## config.mk

```make
export PLATFORM = sky130hd
export DESIGN_NAME = tron_turn_scheduler
export DESIGN_NICKNAME = d
export VERILOG_FILES = /design/src/rtl/tron_turn_scheduler.sv
export SDC_FILE = /design/constraint.sdc
export NUM_CORES = 1
export LEC_CHECK = 0
export ABC_AREA = 1
export CORE_MARGIN = 1.5
export CORE_UTILIZATION = 50
export CTS_BUF_LIST = sky130_fd_sc_hd__clkbuf_16
export DETAILED_ROUTE_END_ITERATION = 7
export PLACE_DENSITY = 0.84
export SYNTH_ARGS = -nofsm -noshare
export SYNTH_HDL_FRONTEND = slang
export SYNTH_SLANG_ARGS = --single-unit
```

## constraint.sdc

```tcl
create_clock -name clock -period 2.46 [get_ports clock]
set_input_delay 0.369 -clock clock [delete_from_list [all_inputs] [get_ports clock]]
set_output_delay 0.369 -clock clock [all_outputs]
set_load 0.01 [all_outputs]
```

## src/rtl/tron_turn_scheduler.sv

```systemverilog
// tron_turn_scheduler: per-tick game sequencer for the two-player light-cycle grid.
// Optional build macro WALL_BOUNDARY_EN makes grid edges lethal instead of wrapping.
module tron_turn_scheduler #(
    parameter int GRID_W   = 64,
    parameter int GRID_H   = 64,
    parameter int TICK_DIV = 50000,
    parameter int TICK_W   = 20
) (
    input  logic        clock,
    input  logic        reset,
    input  logic        start,
    input  logic [1:0]  dir_p1,
    input  logic [1:0]  dir_p2,
    input  logic        hit_one,
    input  logic        hit_two,
    input  logic        is_crash,
    output logic [31:0] play_x,
    output logic [31:0] play_y,
    output logic        is_play_one,
    output logic        is_play_two,
    output logic [1:0]  game_state,
    output logic [1:0]  winner,
    output logic [15:0] moves
);
    typedef enum logic [2:0] {
        S_IDLE, S_LOAD, S_WAIT, S_MOVE1, S_MOVE2, S_SETTLE, S_CHECK, S_OVER
    } state_t;

    localparam logic [5:0]        X_MAX     = 6'(GRID_W - 1);
    localparam logic [5:0]        Y_MAX     = 6'(GRID_H - 1);
    localparam logic [TICK_W-1:0] TICK_LAST = TICK_W'(TICK_DIV - 1);

`ifdef WALL_BOUNDARY_EN
    localparam int SW = 13;
    // Result is {out_of_bounds, x, y}; an illegal move leaves the position unchanged.
    function automatic logic [SW-1:0] step(input logic [5:0] x, input logic [5:0] y,
                                           input logic [1:0] d);
        logic       oob;
        logic [5:0] nx, ny;
        oob = 1'b0;
        nx  = x;
        ny  = y;
        case (d)
            2'b00:   if (y == 6'd0)  oob = 1'b1; else ny = y - 6'd1;
            2'b01:   if (x == X_MAX) oob = 1'b1; else nx = x + 6'd1;
            2'b10:   if (y == Y_MAX) oob = 1'b1; else ny = y + 6'd1;
            default: if (x == 6'd0)  oob = 1'b1; else nx = x - 6'd1;
        endcase
        return {oob, nx, ny};
    endfunction
`else
    localparam int SW = 12;
    function automatic logic [SW-1:0] step(input logic [5:0] x, input logic [5:0] y,
                                           input logic [1:0] d);
        logic [5:0] nx, ny;
        nx = x;
        ny = y;
        case (d)
            2'b00:   ny = (y == 6'd0)  ? Y_MAX : y - 6'd1;
            2'b01:   nx = (x == X_MAX) ? 6'd0  : x + 6'd1;
            2'b10:   ny = (y == Y_MAX) ? 6'd0  : y + 6'd1;
            default: nx = (x == 6'd0)  ? X_MAX : x - 6'd1;
        endcase
        return {nx, ny};
    endfunction
`endif

    state_t            state_q;
    logic [TICK_W-1:0] cnt_q;
    logic [5:0]        p1x_q, p1y_q, p2x_q, p2y_q, px_q, py_q;
    logic [1:0]        d1_q, d2_q, gs_q, win_q;
    logic              one_q, two_q;
    logic [15:0]       moves_q;
    logic [1:0]        d1_d, d2_d;
    logic [SW-1:0]     s1_d, s2_d;
    logic              h1_d, h2_d;

    // Encoding places the reverse of any direction at d ^ 2'b10.
    assign d1_d = (dir_p1 == (d1_q ^ 2'b10)) ? d1_q : dir_p1;
    assign d2_d = (dir_p2 == (d2_q ^ 2'b10)) ? d2_q : dir_p2;
    assign s1_d = step(p1x_q, p1y_q, d1_d);
    assign s2_d = step(p2x_q, p2y_q, d2_d);

`ifdef WALL_BOUNDARY_EN
    logic oob1_q, oob2_q;
    assign h1_d = hit_one | oob1_q;
    assign h2_d = hit_two | oob2_q;
`else
    assign h1_d = hit_one;
    assign h2_d = hit_two;
`endif

    always_ff @(posedge clock or posedge reset) begin
        if (reset) begin
            state_q <= S_IDLE;
            cnt_q   <= '0;
            p1x_q   <= '0;
            p1y_q   <= '0;
            p2x_q   <= '0;
            p2y_q   <= '0;
            px_q    <= '0;
            py_q    <= '0;
            d1_q    <= '0;
            d2_q    <= '0;
            gs_q    <= '0;
            win_q   <= '0;
            one_q   <= 1'b0;
            two_q   <= 1'b0;
            moves_q <= '0;
`ifdef WALL_BOUNDARY_EN
            oob1_q  <= 1'b0;
            oob2_q  <= 1'b0;
`endif
        end else begin
            case (state_q)
                S_IDLE, S_OVER: begin
                    if (start) begin
                        state_q <= S_LOAD;
                        gs_q    <= 2'b01;
                        win_q   <= '0;
                        moves_q <= '0;
                    end
                end
                S_LOAD: begin
                    p1x_q   <= 6'(GRID_W / 4);
                    p1y_q   <= 6'(GRID_H / 2);
                    p2x_q   <= 6'(3 * GRID_W / 4);
                    p2y_q   <= 6'(GRID_H / 2);
                    d1_q    <= 2'b01;
                    d2_q    <= 2'b11;
                    cnt_q   <= '0;
                    win_q   <= '0;
                    moves_q <= '0;
`ifdef WALL_BOUNDARY_EN
                    oob1_q  <= 1'b0;
                    oob2_q  <= 1'b0;
`endif
                    state_q <= S_WAIT;
                end
                S_WAIT: begin
                    if (cnt_q == TICK_LAST) begin
                        cnt_q   <= '0;
                        d1_q    <= d1_d;
                        d2_q    <= d2_d;
                        p1x_q   <= s1_d[11:6];
                        p1y_q   <= s1_d[5:0];
                        p2x_q   <= s2_d[11:6];
                        p2y_q   <= s2_d[5:0];
                        px_q    <= s1_d[11:6];
                        py_q    <= s1_d[5:0];
`ifdef WALL_BOUNDARY_EN
                        oob1_q  <= s1_d[12];
                        oob2_q  <= s2_d[12];
                        one_q   <= ~s1_d[12];
`else
                        one_q   <= 1'b1;
`endif
                        state_q <= S_MOVE1;
                    end else begin
                        cnt_q <= cnt_q + 1'b1;
                    end
                end
                S_MOVE1: begin
                    one_q   <= 1'b0;
                    px_q    <= p2x_q;
                    py_q    <= p2y_q;
`ifdef WALL_BOUNDARY_EN
                    two_q   <= ~oob2_q;
`else
                    two_q   <= 1'b1;
`endif
                    state_q <= S_MOVE2;
                end
                S_MOVE2: begin
                    two_q   <= 1'b0;
                    state_q <= S_SETTLE;
                end
                S_SETTLE: state_q <= S_CHECK;
                S_CHECK: begin
                    if (is_crash || (h1_d && h2_d)) begin
                        win_q   <= 2'b11;
                        gs_q    <= 2'b10;
                        state_q <= S_OVER;
                    end else if (h1_d) begin
                        win_q   <= 2'b10;
                        gs_q    <= 2'b10;
                        state_q <= S_OVER;
                    end else if (h2_d) begin
                        win_q   <= 2'b01;
                        gs_q    <= 2'b10;
                        state_q <= S_OVER;
                    end else begin
                        if (moves_q != 16'hFFFF) moves_q <= moves_q + 16'd1;
                        state_q <= S_WAIT;
                    end
                end
                default: state_q <= S_IDLE;
            endcase
        end
    end

    assign play_x      = {26'd0, px_q};
    assign play_y      = {26'd0, py_q};
    assign is_play_one = one_q;
    assign is_play_two = two_q;
    assign game_state  = gs_q;
    assign winner      = win_q;
    assign moves       = moves_q;
endmodule
```

## Word level (Yosys, flattened, before mapping)

Cells that the tools add are included.

- Word-level logic and storage cells: 135
- Output and inout port bits: 86
- Flip-flop bits (word level): 85
- Input bits: 10

- Bitwise operators: 2
- Add/sub/neg operators: 10
- Reduce and logical (&&, ||, !) cells: 25
- Eq/ne operators: 28
- Multiplexer cells: 55

Operators by type and width:

| operator | count |
|---|---|
| $pmux W6 S2 | 10 |
| $mux W16 | 5 |
| $mux W6 | 12 |
| $pmux W16 S3 | 1 |
| $pmux W20 S2 | 1 |
| $add A6 B1 Y6 const B | 4 |
| $eq A6 B6 Y1 const B | 4 |
| $logic_not A6 Y1 | 4 |
| $mux W2 | 12 |
| $sub A6 B1 Y6 const B | 4 |
| $pmux W3 S7 | 1 |
| $add A20 B1 Y20 const B | 1 |
| $eq A20 B16 Y1 const B | 1 |
| $mux W20 | 1 |
| $add A16 B1 Y16 const B | 1 |
| $ne A16 B16 Y1 const B | 1 |
| $mux W3 | 5 |
| $ne A2 B2 Y1 const B | 7 |
| $eq A3 B3 Y1 const B | 4 |
| $pmux W2 S2 | 3 |
| $reduce_and A3 Y1 | 4 |
| $reduce_bool A2 Y1 | 4 |
| $eq A3 B2 Y1 const B | 2 |
| $pmux W2 S3 | 1 |
| other kinds (17) | 27 |

## Longest topological paths before layout

- Word-level depth: 8
- Depth in mapped cells: 11
- Depth with buffers taken out: 11

## Worst setup path before layout

No wires, ideal clock.

- Path kind: register to register
- Start: register moves_q[0], in the netlist moves[0]
- End: register moves_q[11], in the netlist moves[11]
- Required time: 2.386 ns
- Stages on the path, launching flop included: 9
- Setup time: 0.074 ns
- Period minus slack after synthesis: 1.686 ns
- Buffers on the path: 1
- Data arrival time: 1.612 ns
- Setup slack: 0.774 ns
- Path through: dfrtp_1 -> ha_1 -> nand3_4 -> nor2_8 -> nand4_1 -> o21ai_4 -> buf_6 -> nand2_1 -> o21ai_2

- Word-level cells in the longest chain between the ends: 6
- Elaborated cells on any way between the ends: 9
- Those cells by class: 1 x add/sub; 2 x eq/ne; 5 x mux; 1 x reduce/logical

Ends and longest elaborated chain:

| item | line | RTL |
|---|---|---|
| start, declared | 73 | `logic [15:0] moves_q;` |
| start signal, assigned | 193 | `if (moves_q != 16'hFFFF) moves_q <= moves_q + 16'd1;` |
| $add A16 B1 Y16 | 193 |  |
| $mux W16 | 193 |  |
| $mux W16 | 188 | `end else if (h2_d) begin` |
| $mux W16 | 184 | `end else if (h1_d) begin` |
| $mux W16 | 180 | `if (is_crash \|\| (h1_d && h2_d)) begin` |
| $pmux W16 S3 | 115 | `case (state_q)` |

Several ways; a longest one is shown, not always the timed one. The select of a mux whose other input is x is not followed.
A chain may end at the register's enable or synchronous reset.

## Final worst setup path

- Start: register moves_q[0], in the netlist moves[0]
- End: register moves_q[4], in the netlist moves[4]

The elaborated chain is that of the path after synthesis.

==> metrics.md <==
| Metric | Value |
|---|---|
| Outcome | complete, no violations |
| Startpoint types | flip-flop |
| Arr. time, crit path | roughly 2400 ps |
| Final slew viol count | 0 |
| Global Route Usage Sum | between 20% and 30% |
| CP Cell Sequence | ha_1 -> nand3_4 -> nor2_8 -> nand4_1 -> o21ai_2 -> nand2_1 -> nand2_1 |
| DP Area | 6620 um2 |
| Detail Placement HPWL | between 10000 and 15000 um |
| WP buf/inv | 0 |
| Final TNS setup | 0 ps |
| CP Depth | 7 |
| Sequential share of power | about a third |
| Final instance area | roughly 7000 um2 |
| Clock power share | between 20% and 30% |
| WL final | approximately 14000 um |
| Gr busiest metal | met2 |
| CTS Root Cell | clkbuf_16 |
| Max_cap viols | 0 |
| Clock Pin Slew Worst Setup and Hold Paths | 60 ps |
| Port Buffers | 43 |
| Worst path required time | roughly 2800 ps |
| Initial antenna violation count | 0 |
| Setup Skew | slightly above 9 ps |
| Cell Rows | 40 |
| Final Wtd Congestion | roughly 0.93 |
| Remaining global-route overflow | 0 |
| Min-Delay Path Class | in2async |
| Crit-path most repeated cell | nand2_1 |
| Worst Path Max Fanout | 12 |
| DIE AREA | approximately 13000 um2 |
| Cell taking the most area after synthesis | dfrtp_1 |
| H-Tree Depth | 3 |
| Top cell type's share of synthesized area | between 30% and 40% |
| Mapped cell area | around 6200 um2 |
| Worst skew pair latency | ~350 ps |
| Met2 Use GR | around 38% |
| Post-synth EDFFs | 0 |
| Setup bufs post-CTS | 0 |
| Mean post-synth cell area | slightly below 7 um2 |
| Seq/Total Area, Yosys | about a third |
| Core ar. | approximately 12000 um2 |
| Fmax | a little under 500 MHz |
| Endpoints failing hold | 0 |
| Via Count | roughly 5800 |
| Post-DRT Antenna Nets | 0 |
| P_sw | around 0.0026 W |
| Yosys warns | 0 |
| Layout area overhead | 11.9% |
| Post-synth top flop | dfrtp_1 |
| CP peak stage delay | 670 ps |
| I/O pin cnt | 96 |
| Commonest cells post-synth | 299 x nand2_1, 104 x nand3_1, 91 x inv_1 |
| Remaining DRCs | 0 |
| ANT cells | 0 |
| M1 GR Usage | roughly 29% |
| Clock tree buffer depth | 2 |
| Tmin final | roughly 2100 ps |
| Die width | between 100 and 150 um |
| Largest net degree at the start of global routing | 86 |
| Reg2Reg Depth | 7 |
| CTS Buf Count | 9 |
| Yosys reg bits | 85 |
| Die H | roughly 110 um |
| Num Clock Sinks | 85 |
| Max transition margin | between 40 and 50% |
| Cell internal pwr | around 0.0036 W |
| Logic pwr share | a little over two fifths |
| Largest cells by area after synthesis | dfrtp_1 34%, nand2_1 18%, nand3_1 8.4%, buf_4 6.5%, inv_1 5.5% |
| Vias/cell | ~5.1 |
| Final Util | 57.7% |
| Pre-antenna DRT Iters | 5 |
| Distinct cells, synth | 36 |
| RSZ-0062 raised after global routing | no |
| TritonCTS clock tree | built |
| Critical path endpoint category | flip-flop |
| Crit Path Category | reg2reg |
| Final #Nets | slightly below 1000 |
| Initial DRC Count | between 400 and 500 |
| Pleak | approximately 3.5 nW |
| Post-synthesis cell count | 909 |
| Worst-margin pin slew | between 700 and 800 ps |
| First-pass GRT wire length | 23500 um |
| Crit-path slowest cell | o21ai_2 |
| Layout cells sized above 1 | slightly above 7% |
| Met3 Track Usage GR | 3.71% |
| Most frequent cell after synthesis | nand2_1 |
| Asr flop ratio synth | 100% |
| Setup violators final | 0 |
| Period utilization | approximately 85% |
| WL per Instance | between 10 and 15 um |
| P per Cell Area | between 800 and 900 nW/um2 |
| Number of global-route vias before repair | roughly 5200 |
| Sw frac | roughly 42% |
| Initial Util | between 50% and 60% |
| Maximum vdd drop | 0.491 mV |
| CP top delay family | compound AO/OA/AOI/OAI gates |
==> metrics by stage <==
stage | std cells | worst slack (ps) | hold slack [ps] | total power [W]
5_1_grt | 1122 | 183 | 512 | 0.00660
3_3_place_gp | 1106 | 254 | 463 | 0.00452
4_1_cts | 1121 | 165 | 484 | 0.00616
3_5_place_dp | 1106 | 195 | 465 | 0.00458
6_report | 1122 | 379 | 477 | 0.00615
2_1_floorplan | 960 | 774 | 453 | 0.00396
==> worst register-to-register path, cell delays in order, from the launching register on <==
cell     delay (ps)
dfrtp_1         440
ha_1            260
nand3_4         130
nor2_8          140
nand4_1         180
o21ai_2         670
nand2_1         110
nand2_1          90
==> logic make-up after synthesis <==
kind of cell    share of synthesized area, %
simple gates                            38.3
other cells                           0.0602
xor+xnor                                4.08
compound gates                          6.21
fa+ha+maj                               2.81
flops                                   34.2
buf+inv                                 14.4
==> worst paths after layout <==
| path | start | end | slack [ps] |
|---|---|---|---|
| worst max-delay path | moves[0] | moves[4] | 380 |
| worst min register to register | is_play_two | is_play_two | 480 |
| worst max register to register | moves[0] | moves[4] | 380 |
| worst min-delay path | reset | p1x_q[2] | 480 |
| min in group clock | is_play_two | is_play_two | 480 |
| max in group asynchronous | reset | cnt_q[10] | 1600 |
==> routing by layer <==
metal	vias to the layer above	wire length, um	share of wire, %
li1	2886	-	-
met1	2679	6300	45
met2	166	6860	49
met3	19	622	4.4
met4	0	216	1.5
met5	-	0	0
==> state kept, by name (all words and copies together) (netlist names), 2 cells and up <==
register and count:
cnt_q 20, d1_q 2, d2_q 2, game_state 2, moves 16, p1x_q 6, p1y_q 6, p2x_q 6
p2y_q 6, px_q 6, py_q 6, state_q 3, winner 2
==> final cells by class <==
cell class              count  area, um2
flip-flops and latches     85       2130
clock buffers               9        225
inverters                  98        372
repair buffers             53        518
fillers                  1117       5100
well taps                 168        210
clock inverters             6        113
multi-input cells         703       3400
==> repair_timing <==
| action | CTS | global route |
|---|---|---|
| hold buffers | 0 | 0 |
| gates resized for setup | 0 | 0 |
| setup endpoints to repair | 0 | 3 |
==> placed cells by master, fill, tap and decap left out, drive strengths merged <==
cell type,Yosys,final
a21o,1,1
o21bai,1,1
xor2,21,21
nand3,107,107
nor2,84,84
dfrtp,85,85
inv,97,96
nand4,27,27
nor3b,2,2
o21ai,44,45
clkbuf,10,9
xnor2,8,8
buf,65,10
nand2,307,307
a22oi,2,2
clkdlybuf4s50,0,43
clkinv,1,4
a21oi,9,9
nor3,9,9
conb,1,52
ha,14,14
or2,4,4
nand3b,2,2
clkinvlp,0,1
bufinv,0,3
o22ai,8,8
==> power by group through the flow <==
| stage | clock, W | sequential (W) | combinational, W |
|---|---|---|---|
| final | 0.00154 | 0.00199 | 0.00261 |
| after global routing | 0.00163 | 0.00203 | 0.00294 |
| after CTS | 0.00158 | 0.00199 | 0.00259 |
| after detailed placement | 0 | 0.00201 | 0.00257 |
| after global placement | 0 | 0.00200 | 0.00251 |
| after floorplan | 0 | 0.00192 | 0.00204 |
(Power assumes the default switching activity.)
